===== src/rtl/add8u_err_monitor_if.sv =====
// Sample/control bundle between an add8u approximate-adder stream and the
// error-statistics monitor.
//
// Handshake: a sample (a, b, approx_o) transfers on a rising clk edge where
// in_valid && in_ready are both high. in_ready never depends on in_valid, and
// a producer may raise or drop in_valid freely; a sample offered while
// in_ready is low is simply not taken.
interface add8u_err_monitor_if #(
  parameter int N_W = 16
);
  // Run control
  logic           start;
  logic [N_W-1:0] cfg_n;

  // Sample stream
  logic           in_valid;
  logic           in_ready;
  logic [7:0]     a;
  logic [7:0]     b;
  logic [8:0]     approx_o;

  // Status and results
  logic           busy;
  logic           done;
  logic [N_W+8:0] err_sum;
  logic [8:0]     wce;
  logic [N_W-1:0] err_cnt;

  // Producer / readout side
  modport master (
    output start, cfg_n, in_valid, a, b, approx_o,
    input  in_ready, busy, done, err_sum, wce, err_cnt
  );

  // Monitor side
  modport slave (
    input  start, cfg_n, in_valid, a, b, approx_o,
    output in_ready, busy, done, err_sum, wce, err_cnt
  );
endinterface


===== src/rtl/add8u_err_monitor.sv =====
// Streaming error-statistics collector for an 8-bit approximate adder.
// Every accepted sample carries operands a/b and the sum the approximate
// adder produced; the block recomputes the exact sum and accumulates the
// sum of absolute errors, the worst-case error and the count of erroneous
// samples over a run of cfg_n samples.
//
// Pipeline: S1 registers the accepted sample; S2 forms |a+b - approx| from
// the S1 registers and folds it into the accumulators on the next edge, so a
// sample accepted in cycle t is visible in the results in cycle t+2.
module add8u_err_monitor #(
  parameter int N_W = 16
) (
  input  logic                   clk,
  input  logic                   rst,
  add8u_err_monitor_if.slave     bus,
  output logic [1:0]             state_o
);

  typedef enum logic [1:0] {
    ST_IDLE  = 2'd0,
    ST_RUN   = 2'd1,
    ST_DRAIN = 2'd2,
    ST_DONE  = 2'd3
  } state_t;

  // Control state
  state_t         state_q;
  logic [N_W-1:0] cfg_n_q;
  logic [N_W-1:0] acc_cnt_q;
  logic           in_ready_q;
  logic           busy_q;
  logic           done_q;

  // S1 sample registers
  logic           s1_valid_q;
  logic [7:0]     s1_a_q;
  logic [7:0]     s1_b_q;
  logic [8:0]     s1_x_q;

  // Accumulators
  logic [N_W+8:0] err_sum_q;
  logic [8:0]     wce_q;
  logic [N_W-1:0] err_cnt_q;

  // S2 combinational error
  logic [8:0]     s2_exact;
  logic [8:0]     s2_diff;

  logic           xfer;
  logic           start_ok;

  // A transfer can only happen while in_ready_q is high, i.e. in RUN.
  assign xfer     = bus.in_valid & in_ready_q;
  assign start_ok = bus.start & ((state_q == ST_IDLE) | (state_q == ST_DONE));

  // Run-control FSM; in_ready, busy and done are registered alongside state.
  always_ff @(posedge clk) begin
    if (rst) begin
      state_q    <= ST_IDLE;
      cfg_n_q    <= '0;
      acc_cnt_q  <= '0;
      in_ready_q <= 1'b0;
      busy_q     <= 1'b0;
      done_q     <= 1'b0;
    end else begin
      done_q <= 1'b0;
      case (state_q)
        ST_IDLE, ST_DONE: begin
          if (bus.start) begin
            cfg_n_q   <= bus.cfg_n;
            acc_cnt_q <= '0;
            busy_q    <= 1'b1;
            if (bus.cfg_n == '0) begin
              // Empty run: nothing to accept, go straight to the drain step.
              state_q    <= ST_DRAIN;
              in_ready_q <= 1'b0;
            end else begin
              state_q    <= ST_RUN;
              in_ready_q <= 1'b1;
            end
          end
        end
        ST_RUN: begin
          if (xfer) begin
            acc_cnt_q <= acc_cnt_q + 1'b1;
            // cfg_n_q is nonzero in RUN, so cfg_n_q - 1 cannot underflow.
            if (acc_cnt_q == cfg_n_q - 1'b1) begin
              state_q    <= ST_DRAIN;
              in_ready_q <= 1'b0;
            end
          end
        end
        ST_DRAIN: begin
          // Nothing is loaded into S1 during DRAIN, so whatever S1 holds now
          // reaches the accumulators on this same edge and S1 is empty
          // afterwards. DONE is therefore entered with final results.
          state_q <= ST_DONE;
          busy_q  <= 1'b0;
          done_q  <= 1'b1;
        end
        default: begin
          state_q    <= ST_IDLE;
          in_ready_q <= 1'b0;
          busy_q     <= 1'b0;
        end
      endcase
    end
  end

  // S2 error: exact 9-bit sum against the adder's answer, absolute value.
  // approx values above 510 are legal and simply produce a larger error.
  always_comb begin
    s2_exact = {1'b0, s1_a_q} + {1'b0, s1_b_q};
    s2_diff  = '0;
    if (s2_exact >= s1_x_q) begin
      s2_diff = s2_exact - s1_x_q;
    end else begin
      s2_diff = s1_x_q - s2_exact;
    end
  end

  // S1 capture of accepted samples.
  always_ff @(posedge clk) begin
    if (rst) begin
      s1_valid_q <= 1'b0;
      s1_a_q     <= '0;
      s1_b_q     <= '0;
      s1_x_q     <= '0;
    end else begin
      s1_valid_q <= xfer;
      if (xfer) begin
        s1_a_q <= bus.a;
        s1_b_q <= bus.b;
        s1_x_q <= bus.approx_o;
      end
    end
  end

  // Accumulator update; an accepted start wipes the previous run's results.
  // err_sum is N_W+9 bits wide, enough for (2^N_W - 1) samples of error 510,
  // and err_cnt counts at most cfg_n samples, so neither can wrap in a run.
  always_ff @(posedge clk) begin
    if (rst) begin
      err_sum_q <= '0;
      wce_q     <= '0;
      err_cnt_q <= '0;
    end else if (start_ok) begin
      err_sum_q <= '0;
      wce_q     <= '0;
      err_cnt_q <= '0;
    end else if (s1_valid_q) begin
      err_sum_q <= err_sum_q + {{N_W{1'b0}}, s2_diff};
      if (s2_diff > wce_q) begin
        wce_q <= s2_diff;
      end
      if (s2_diff != '0) begin
        err_cnt_q <= err_cnt_q + 1'b1;
      end
    end
  end

  assign bus.in_ready = in_ready_q;
  assign bus.busy     = busy_q;
  assign bus.done     = done_q;
  assign bus.err_sum  = err_sum_q;
  assign bus.wce      = wce_q;
  assign bus.err_cnt  = err_cnt_q;
  assign state_o      = state_q;

endmodule


===== src/flat_wrapper.sv =====
// flat-port wrapper written by rule: the top's interface ports become plain ports
module add8u_err_monitor_flat 
#(
  parameter int N_W = 16
)
  (clk, rst, state_o, bus_start, bus_cfg_n, bus_in_valid, bus_a, bus_b, bus_approx_o, bus_in_ready, bus_busy, bus_done, bus_err_sum, bus_wce, bus_err_cnt);
  add8u_err_monitor_if #(.N_W(N_W)) bus_i ();
  input  logic clk;
  input  logic rst;
  output logic [1:0] state_o;
  input wire logic [$bits(bus_i.start)-1:0] bus_start;
  input wire logic [$bits(bus_i.cfg_n)-1:0] bus_cfg_n;
  input wire logic [$bits(bus_i.in_valid)-1:0] bus_in_valid;
  input wire logic [$bits(bus_i.a)-1:0] bus_a;
  input wire logic [$bits(bus_i.b)-1:0] bus_b;
  input wire logic [$bits(bus_i.approx_o)-1:0] bus_approx_o;
  output wire logic [$bits(bus_i.in_ready)-1:0] bus_in_ready;
  output wire logic [$bits(bus_i.busy)-1:0] bus_busy;
  output wire logic [$bits(bus_i.done)-1:0] bus_done;
  output wire logic [$bits(bus_i.err_sum)-1:0] bus_err_sum;
  output wire logic [$bits(bus_i.wce)-1:0] bus_wce;
  output wire logic [$bits(bus_i.err_cnt)-1:0] bus_err_cnt;
  assign bus_i.start = bus_start;
  assign bus_i.cfg_n = bus_cfg_n;
  assign bus_i.in_valid = bus_in_valid;
  assign bus_i.a = bus_a;
  assign bus_i.b = bus_b;
  assign bus_i.approx_o = bus_approx_o;
  assign bus_in_ready = bus_i.in_ready;
  assign bus_busy = bus_i.busy;
  assign bus_done = bus_i.done;
  assign bus_err_sum = bus_i.err_sum;
  assign bus_wce = bus_i.wce;
  assign bus_err_cnt = bus_i.err_cnt;
  add8u_err_monitor #(.N_W(N_W)) u_core (.clk(clk), .rst(rst), .bus(bus_i), .state_o(state_o));
endmodule

===== config.mk =====
export PLATFORM = sky130hd
export DESIGN_NAME = add8u_err_monitor_flat
export DESIGN_NICKNAME = d
export VERILOG_FILES = /design/src/rtl/add8u_err_monitor_if.sv /design/src/rtl/add8u_err_monitor.sv /design/src/flat_wrapper.sv
export SDC_FILE = /design/constraint.sdc
export NUM_CORES = 1
export LEC_CHECK = 0
export ABC_AREA = 1
export ABC_CLOCK_PERIOD_IN_PS = 13600
export CAP_MARGIN = 40
export CORE_UTILIZATION = 40
export DETAILED_ROUTE_END_ITERATION = 6
export GPL_TIMING_DRIVEN = 0
export SETUP_SLACK_MARGIN = 0.05
export SLEW_MARGIN = 40
export SYNTH_ARGS = -nofsm -noshare
export SYNTH_HDL_FRONTEND = slang
export SYNTH_SLANG_ARGS = --single-unit

===== constraint.sdc =====
create_clock -name clk -period 13.6 [get_ports clk]
set_input_delay 2.04 -clock clk [delete_from_list [all_inputs] [get_ports clk]]
set_output_delay 2.04 -clock clk [all_outputs]
set_load 0.01 [all_outputs]

==> results of run 1 <==
-- worst min path at each step --
stage / start / to / slack [ps]
after floorplan: u_core.s1_x_q[8] / u_core.s1_x_q[8] / 440
after global placement: u_core.s1_x_q[8] / u_core.s1_x_q[8] / 450
after detailed placement: u_core.s1_x_q[8] / u_core.s1_x_q[8] / 460
after CTS: u_core.s1_x_q[8] / u_core.s1_x_q[8] / 480
after global routing: u_core.bus.wce[1] / u_core.bus.wce[1] / 490
final: u_core.bus.wce[5] / u_core.bus.wce[5] / 470
-- synthesized netlist by cell type (all sizes together) (2+ instances only) --
master   instances  share of area
a211oi           3         0.0031
a21oi           92          0.072
buf              8         0.0086
clkbuf          16         0.0083
clkinv           2         0.0010
dfxtp          113           0.31
fa               4          0.011
ha              50          0.086
inv            139          0.072
nand2          204           0.12
nand3           61          0.042
nand3b           5         0.0052
nand4            9         0.0086
nor2           143          0.076
nor3            22          0.015
nor3b            3         0.0031
nor4             8         0.0069
o2111ai          2         0.0024
o211ai           2         0.0021
o21ai           93          0.065
o21bai           6         0.0062
or2              3         0.0026
xnor2           18          0.022
xor2            32          0.039
-- flip-flops by register name, indices dropped and copies added, names as in the netlist --
| name | flops |
|---|---|
| u_core.s1_b_q | 8 |
| u_core.acc_cnt_q | 16 |
| u_core.bus.done | 1 |
| u_core.bus.err_sum | 25 |
| u_core.cfg_n_q | 16 |
| u_core.s1_valid_q | 1 |
| u_core.bus.wce | 9 |
| u_core.bus.err_cnt | 16 |
| u_core.s1_x_q | 9 |
| u_core.s1_a_q | 8 |
| u_core.bus.busy | 1 |
| u_core.state_o | 2 |
| u_core.bus.in_ready | 1 |
-- final cells by class --
class	instances	area [um2]
Buffer	24	122.6
Clock buffer	23	488.0
Clock inverter	9	105.1
Fill cell	1770	8369
Inverter	141	531.8
Multi-Input combinational cell	767	4335
Sequential cell	113	2262
Tap cell	225	281.5
Timing Repair Buffer	98	980.9
-- worst reg2reg max path, delay by kind of cell (launching register included) --
| kind | cells | cell delay (ps) |
|---|---|---|
| and+or+nand+nor | 15 | 1380 |
| adders and majority gates | 4 | 1340 |
| AOI/OAI and AO/OA | 8 | 1320 |
| buffers and inverters | 4 | 410 |
| DFF | 1 | 310 |
| xor gates and xnor gates | 1 | 250 |
-- per-stage QoR --
step                std cells  setup slack (ps)  hold WS (ps)  instance area, um2  total power [mW]
floorplan                1045              9244         435.3                7248             1.478
global placement         1368              8521         449.0                8511             1.757
detailed placement       1368              8483         464.5                8511             1.779
CTS                      1400              8470         475.3                9104             2.239
global route             1400              7787         493.2                9107             2.459
finish                   1400              8475         471.4                9107             2.221
-- layer usage --
metal,GRT usage,vias to the layer above,wire length [um]
met1,0.2631,3019,8989
li1,-,3628,-
met2,0.3288,117,7980
met3,0.03741,6,555
met5,0,-,0
met4,0.06111,0,106
-- power by group through the flow --
stage	Sequential (mW)	Clock, mW	Combinational [mW]
floorplan	0.417	0	1.06
finish	0.415	0.448	1.36
CTS	0.415	0.456	1.37
global placement	0.421	0	1.34
global route	0.422	0.474	1.56
detailed placement	0.421	0	1.36
-- kinds of logic after synthesis --
family,Yosys count,synth area share
fa+ha+maj,54,0.09736
buf+inv,165,0.09028
xor+xnor,51,0.06352
flops,113,0.3121
simple gates,459,0.2802
compound gates,203,0.1566
==> results_dict.tcl, run 1 <==
set metrics [dict create \
    num_io_pins 100 \
    cp-start-kind "flip-flop" \
    async_flop_share 0 \
    yosys_most_used_dff "dfxtp_1" \
    cp.depth 32 \
    finalCritPeriodShare 0.3768 \
    synth.distinct_cells 47 \
    power_frac_clock 0.201 \
    die_height_um 136.6 \
    status "finished, final reports clean" \
    wl_um 17630 \
    fp.coreArea_um2 17480 \
    r2r_start "u_core.s1_b_q[0]" \
    power_frac_comb 0.612 \
    io_buffers 98 \
    crit_top_cell "nand2_1" \
    groute.usage.overall 0.1998 \
    dp_hpwl_um 14000 \
    synth_nets 1144 \
    hold_class "reg -> reg" \
    yosys_register_bits 113 \
    finalSetupViolations 0 \
    path_delay_family "simple AND/OR/NAND/NOR gates" \
    dr.pass1.iters 4 \
    synthCells 1045 \
    critPathKind "reg -> reg" \
    worst_slew_margin_rel 0.6352 \
    end_kind "flip-flop" \
    grt_pass1_wl_um 29470 \
    avgSynthCellArea_um2 6.936 \
    leakagePower_nw 3.843 \
    crit_arrival_ps 5410 \
    maxCapViolCount 0 \
    clock_path_buffers 2 \
    nets 1261 \
    gp_congestion 0.8705 \
    r2r_end "u_core.bus.err_sum[20]" \
    synth_edf_count 0 \
    holdPathStages 2 \
    grt_pass1_vias 6303 \
    antenna_left 0 \
    diodes 0 \
    antenna_found_initial 0 \
    slew_violations 0 \
    cts-resized-gates 0 \
    std_cell_rows 48 \
    max_freq_mhz 195.1 \
    crit_slowest_cell "fa_1" \
    fp.dieW_um 136.6 \
    via_count 6770 \
    final_common_cell "nand2_1" \
    clkSinkCount 113 \
    vdd_drop_max_uv 119.7 \
    seqPwrFrac 0.187 \
    ys_warn_count 0 \
    clk_latency_ps 420 \
    start_util 0.4147 \
    power.density_nw_per_um2 243.9 \
    tritoncts "built" \
    worstMarginPinSlew_ps 542.2 \
    holdBufCountCts 0 \
    path_clk_slew_ps 50 \
    cp.required_ps 13890 \
    netlist_area_um2 7248 \
    cpPeakStageDelay_ps 400 \
    power.net_switching_mw 1.061 \
    area_delta_synth_final_pct 25.65 \
    finish.utilization 0.5211 \
    rrSetupSlack_ps 8470 \
    synth.yosys.seq_area_share 0.3121 \
    grt_max_degree 17 \
    path_buf_inv 4 \
    fin_skew_ps 10.26 \
    intPower_mw 1.161 \
    setup-tns-final_ps 0 \
    cts_root_buf "clkbuf_16" \
    hold_viol_final 0 \
    post_cts_buffers 0 \
    grt_overflow_total 0 \
    drc 0 \
    drtIter0Drc 248 \
    viasPerCell 4.836 \
    numCtsBuffers 17 \
    cp-endpoint "u_core.bus.err_sum[20]" \
    reg2regPathDepth 32 \
    h-tree-depth 4 \
    cp_max_fo 9 \
    layout_min_cycle_time_ps 5125 \
    switching_share 0.4775 \
    drive_gt1_frac 0.07404 \
    crit_start "u_core.s1_b_q[0]" \
    final_cell_mix "nand2_1, nor2_1, inv_1, dfxtp_1, clkdlybuf4s50_1" \
    post_drt_wl_per_cell_um 12.59 \
    rsz0062_at_grt "false" \
    die_area_um2 18660 \
]
No activity file was read; power rests on OpenSTA's default activity.
==> inputs of run 2 (changes only) <==
ABC_CLOCK_PERIOD_IN_PS = 5200   (was 13600)
clock period = 5.2 ns   (was 13.6 ns; I/O delays follow)
==> results_dict.tcl, run 2 (synthesis results as in run 1) <==
set metrics [dict create \
    gp_congestion 0.8705 \
    r2r_end "u_core.bus.err_sum[19]" \
    tritoncts "built" \
    place_ws_ps 82.84 \
    intPower_mw 3.203 \
    grt_pass1_vias 6303 \
    dp_cells 1368 \
    crit_slowest_cell "fa_2" \
    post_drt_wl_per_cell_um 12.73 \
    seqPwrFrac 0.178 \
    num_io_pins 100 \
    final_area_um2 9239 \
    setup_ws_ps 455.5 \
    io_buffers 98 \
    dp_hpwl_um 14000 \
    whs_ps 470.8 \
    crit_arrival_ps 5100 \
    min_to "u_core.bus.wce[5]" \
    power_frac_clock 0.192 \
    std_cell_rows 48 \
    power_frac_comb 0.630 \
    fillCellCount 1751 \
    fin_total_pwr_mw 6.106 \
    die_height_um 136.6 \
    power.net_switching_mw 2.903 \
    grt_pass1_wl_um 29470 \
    drc 0 \
    stdcell_count 1402 \
    dr.pass1.iters 5 \
    fin_skew_ps 16.59 \
    cpPeakStageDelay_ps 350 \
    final_common_cell "nand2_1" \
    maxCapViolCount 0 \
    finalSetupViolations 0 \
    crit_top_cell "nand2_1" \
    min_from "u_core.bus.wce[5]" \
    setup-tns-final_ps 0 \
    r2r_start "u_core.s1_b_q[0]" \
    fp.dieW_um 136.6 \
    reg2regPathDepth 30 \
    finalCritPeriodShare 0.9124 \
    holdPathStages 2 \
    path_clk_slew_ps 50 \
    nets 1263 \
    status "finished, final reports clean" \
    switching_share 0.4754 \
    grt_max_degree 17 \
    drive_gt1_frac 0.09091 \
    drtIter0Drc 229 \
    slew_violations 0 \
    wl_um 17850 \
    clkSinkCount 113 \
    critPathKind "reg -> reg" \
    hold_class "reg -> reg" \
    grt_overflow_total 0 \
    hold_viol_final 0 \
    groute.usage.overall 0.1998 \
    end_kind "flip-flop" \
    clock_path_buffers 2 \
    place_area_um2 8511 \
    max_freq_mhz 210.8 \
    leakagePower_nw 3.849 \
    cp-start-kind "flip-flop" \
    final_cell_mix "nand2_1, nor2_1, inv_1, dfxtp_1, clkdlybuf4s50_1" \
    power.density_nw_per_um2 660.9 \
    rsz0062_at_grt "true" \
    antenna_left 0 \
    rrSetupSlack_ps 460 \
    cp_max_fo 9 \
    die_area_um2 18660 \
    worst_slew_margin_rel 0.6380 \
    viasPerCell 4.868 \
    worstMarginPinSlew_ps 538.0 \
    via_count 6825 \
    largest_reg_flops 25 \
    area_delta_synth_final_pct 27.46 \
    cp.required_ps 5550 \
    cts_root_buf "clkbuf_16" \
    fp.coreArea_um2 17480 \
    clk_latency_ps 430 \
    numCtsBuffers 17 \
    diodes 0 \
    layout_min_cycle_time_ps 4745 \
    h-tree-depth 4 \
    antenna_found_initial 0 \
    start_util 0.4147 \
    finish.utilization 0.5286 \
    vdd_drop_max_uv 360.9 \
]
run 2: cell types whose count changed in the layout (fill, tap and decap cells not counted), moves of 2 or more:
cell,before,now
nand2_2,16,19
inv_1,135,133
o21ai_0,88,85
ha_4,0,7
o21ai_1,2,4
nand2_1,183,180
buf_4,1,3
ha_1,50,42
run 2: worst max-delay path: cells and delay by family, from the launching register on:
kind,cells,cell delay (ps)
XOR/XNOR,1,250
AND/OR/NAND/NOR,15,1660
buffers and inverters,4,420
adder cells (fa/ha/maj),4,1150
AO/OA/AOI/OAI,6,870
flip-flops,1,310
run 2: cell type report:
type	count	area, um2	share of cell area
inverters	141	534.3	0.05783
well taps	225	281.5	0.03047
clock inverters	9	105.1	0.01138
clock buffers	23	488.0	0.05282
repair buffers	100	996.0	0.1078
multi-input cells	767	4448	0.4814
plain buffers	24	123.9	0.01341
flip-flops and latches	113	2262	0.2449
run 2: power groups by stage:
stage	clock [mW]	sequential (mW)	combinational, mW
floorplan	0	1.09	2.77
global placement	0	1.10	3.50
detailed placement	0	1.10	3.55
CTS	1.19	1.08	3.58
global route	1.24	1.11	4.37
finish	1.17	1.09	3.85
run 2: per-layer routing:
layer | part of all wire | GRT usage
met5 | 0 | 0
met4 | 0.011 | 0.06111
met3 | 0.034 | 0.03741
met2 | 0.45 | 0.3288
met1 | 0.51 | 0.2631
run 2: worst max-delay path by stage:
| stage | cells past startpoint | start | end |
|---|---|---|---|
| floorplan | 32 | u_core.s1_b_q[0] | u_core.bus.err_sum[20] |
| global placement | 32 | u_core.s1_b_q[0] | u_core.bus.err_sum[20] |
| detailed placement | 32 | u_core.s1_b_q[0] | u_core.bus.err_sum[20] |
| CTS | 32 | u_core.s1_b_q[0] | u_core.bus.err_sum[20] |
| global route | 31 | u_core.s1_b_q[0] | u_core.bus.err_sum[14] |
| finish | 30 | u_core.s1_b_q[0] | u_core.bus.err_sum[19] |
run 2: repair_timing:
| item | CTS | global route |
|---|---|---|
| setup endpoints to repair | 0 | 21 |
| resized for setup | 0 | 24 |
| setup buffers | 0 | 2 |
| hold buffers | 0 | 0 |
==> inputs of run 3 (changes only) <==
ABC_AREA = 0   (was 1)
PLACE_DENSITY = 0.69   (was not set)
REMOVE_ABC_BUFFERS = 1   (was not set)
==> results_dict.tcl, run 3 <==
set metrics [dict create \
    status "finished, final reports clean" \
    cpPeakStageDelay_ps 350 \
    h-tree-depth 4 \
    power.density_nw_per_um2 598.7 \
    path_buf_inv 0 \
    synth_area_leaders "dfxtp_1, ha_1, nand2_1" \
    clock_path_buffers 2 \
    cp-start-kind "flip-flop" \
    end_kind "flip-flop" \
    std_cell_rows 47 \
    max_freq_mhz 204.4 \
    crit_arrival_ps 5160 \
    num_io_pins 100 \
    yosysMostFrequentCell "nand2_1" \
    groute.usage.overall 0.1937 \
    synth.distinct_cells 68 \
    grt_overflow_total 0 \
    cts_root_buf "clkbuf_16" \
    cp_max_fo 6 \
    crit_slowest_cell "fa_2" \
    holdPathStages 2 \
    yosys_most_used_dff "dfxtp_1" \
    avgSynthCellArea_um2 8.031 \
    multi_input_area_um2 4594 \
    grt_max_degree 53 \
    wl_um 16730 \
    grt.met2_usage 0.3099 \
    cp.required_ps 5460 \
    setup-tns-final_ps 0 \
    dp_hpwl_um 11700 \
    reg2regPathDepth 24 \
    final_cell_mix "nand2_1, dfxtp_1, clkdlybuf4s50_1, a21oi_1, nor2_1" \
    numCtsBuffers 17 \
    die_area_um2 17800 \
    clk_latency_ps 410 \
    post_drt_wl_per_cell_um 14.04 \
    worstMarginPinSlew_ps 724.9 \
    die_height_um 133.4 \
    whs_ps 459.1 \
    worst_slew_margin_rel 0.5161 \
    r2r_end "u_core.bus.wce[1]" \
    io_buffers 99 \
    yosys_register_bits 113 \
    synthCells 860 \
    viasPerCell 5.284 \
    leakagePower_nw 3.308 \
    met3_usage 0.03957 \
    clkSinkCount 113 \
    diodes 0 \
    antenna_found_initial 0 \
    nets 1061 \
    min_from "u_core.s1_x_q[8]" \
    via_count 6298 \
    path_delay_family "compound AO/OA/AOI/OAI gates" \
    fillCellCount 1587 \
    vdd_drop_max_uv 333.3 \
    hold_class "reg -> reg" \
    drtIter0Drc 376 \
    gp_congestion 0.8201 \
    synthTopCellsByCount "nand2_1, dfxtp_1, a21oi_1" \
    layout_min_cycle_time_ps 4892 \
    min_to "u_core.s1_x_q[8]" \
    synth_edf_count 0 \
    grt_most_used_layer "met2" \
    synth.yosys.seq_area_share 0.3275 \
    crit_top_cell "o21a_1" \
    hold_viol_final 0 \
    grt_pass1_wl_um 27680 \
    fp.coreArea_um2 16700 \
    start_util 0.4135 \
    final_common_cell "nand2_1" \
    fin_skew_ps 9.922 \
    holdBufCountCts 0 \
    synth_top_cell_by_area "dfxtp_1" \
    drive_gt1_frac 0.1265 \
    rsz0062_at_grt "false" \
    tritoncts "built" \
    rrSetupSlack_ps 310 \
    synth_top_area_share 0.3275 \
    area_delta_synth_final_pct 30.76 \
    async_flop_share 0 \
    largest_reg_flops 25 \
    maxCapViolCount 0 \
    grt_pass1_vias 5837 \
    finalSetupViolations 0 \
    finalCritPeriodShare 0.9407 \
    place_area_um2 8036 \
    critPathKind "reg -> reg" \
    final_area_um2 9031 \
    dr.pass1.iters 5 \
    drc 0 \
    cp_cell_sequence "ha_2 > fa_2 > a21o_1 > a21oi_2 > o21bai_1 > a21oi_2 > nor2b_1 > o21ai_1 > nand2b_1 > ha_4 > nand4_1 > a21oi_4 > o21ai_2 > and2_4 > ha_1 > nor2b_1 > o21a_1 > o21a_1 > o21a_1 > o21a_1 > o21a_2 > o21a_4 > o21ai_0 > a21oi_1" \
    seqCellArea_um2 2265 \
    antenna_left 0 \
    slew_violations 0 \
    r2r_start "u_core.s1_b_q[0]" \
    fp.dieW_um 133.4 \
    grt_use_met1 0.2572 \
    path_clk_slew_ps 50 \
    finish.utilization 0.5408 \
    ys_warn_count 0 \
    netlist_area_um2 6907 \
]
-- run 3: cell count changes in the layout (fill, tap and decap cells not counted), sizes merged, moves of 13 or more --
cell    change
or4        +13
inv        -89
clkbuf     -16
o21ai      -58
nor2       -82
nand2      -82
or3        +13
nand3      -37
o21a       +13
-- run 3: worst max-delay path by stage --
stage | depth (start not counted) | slack, ps | from | endpoint
floorplan | 24 | 160 | u_core.s1_b_q[0] | u_core.bus.err_sum[22]
global placement | 23 | -730 | u_core.s1_b_q[0] | u_core.bus.err_sum[22]
detailed placement | 24 | -760 | u_core.s1_b_q[1] | u_core.bus.err_sum[22]
CTS | 26 | 70 | u_core.s1_b_q[1] | u_core.bus.err_sum[16]
global route | 26 | 10 | u_core.s1_b_q[1] | u_core.bus.err_sum[18]
finish | 24 | 310 | u_core.s1_b_q[0] | u_core.bus.wce[1]
-- run 3: cell type report --
class,count,share of cell area
clock buffer,23,0.05403
clock inverter,6,0.006373
inverter,50,0.02078
multi-input combinational,662,0.5087
timing repair buffer,118,0.1288
sequential,113,0.2508
tap,220,0.03048
-- run 3: logic make-up (layout without fill, tap and decap cells) --
family,after synthesis,in the layout,share of synthesized area
DFF,113,113,0.3275
buffers and inverters,87,197,0.05272
xor gates and xnor gates,51,51,0.06467
adders and majority gates,54,54,0.1022
and+or+nand+nor,327,327,0.2284
muxes,11,11,0.01612
AOI/OAI and AO/OA,217,219,0.2083
-- run 3: per-layer routing --
layer | up-vias | wire length (um)
li1 | 3239 | -
met1 | 2907 | 8195
met2 | 133 | 7688
met3 | 19 | 665
met4 | 0 | 182
met5 | - | 0
-- run 3: what timing repair did --
item	4_1_cts	5_1_grt
resized for setup	24	45
setup buffers	7	10
pin swaps	4	17
cloned	0	2
endpoints found under the setup margin	28	27
-- run 3: report_power, final --
part,switching [mW],internal [mW]
Clock,0.377,0.694
Combinational,1.86,1.42
Sequential,0.0961,0.959
-- run 3: per-stage QoR --
step	setup slack [ps]	instances	total power, mW
global route	12.70	1192	5.822
finish	308.5	1192	5.407
CTS	66.95	1180	5.011
detailed placement	-763.8	1144	3.658
global placement	-729.3	1142	3.606
floorplan	160.8	823	3.030
-- run 3: worst min-delay path, delay by kind of cell, from the launching register on --
family | cells | cell delay (ps)
AND/OR/NAND/NOR | 1 | 50
AO/OA/AOI/OAI | 1 | 50
flip-flops | 1 | 310
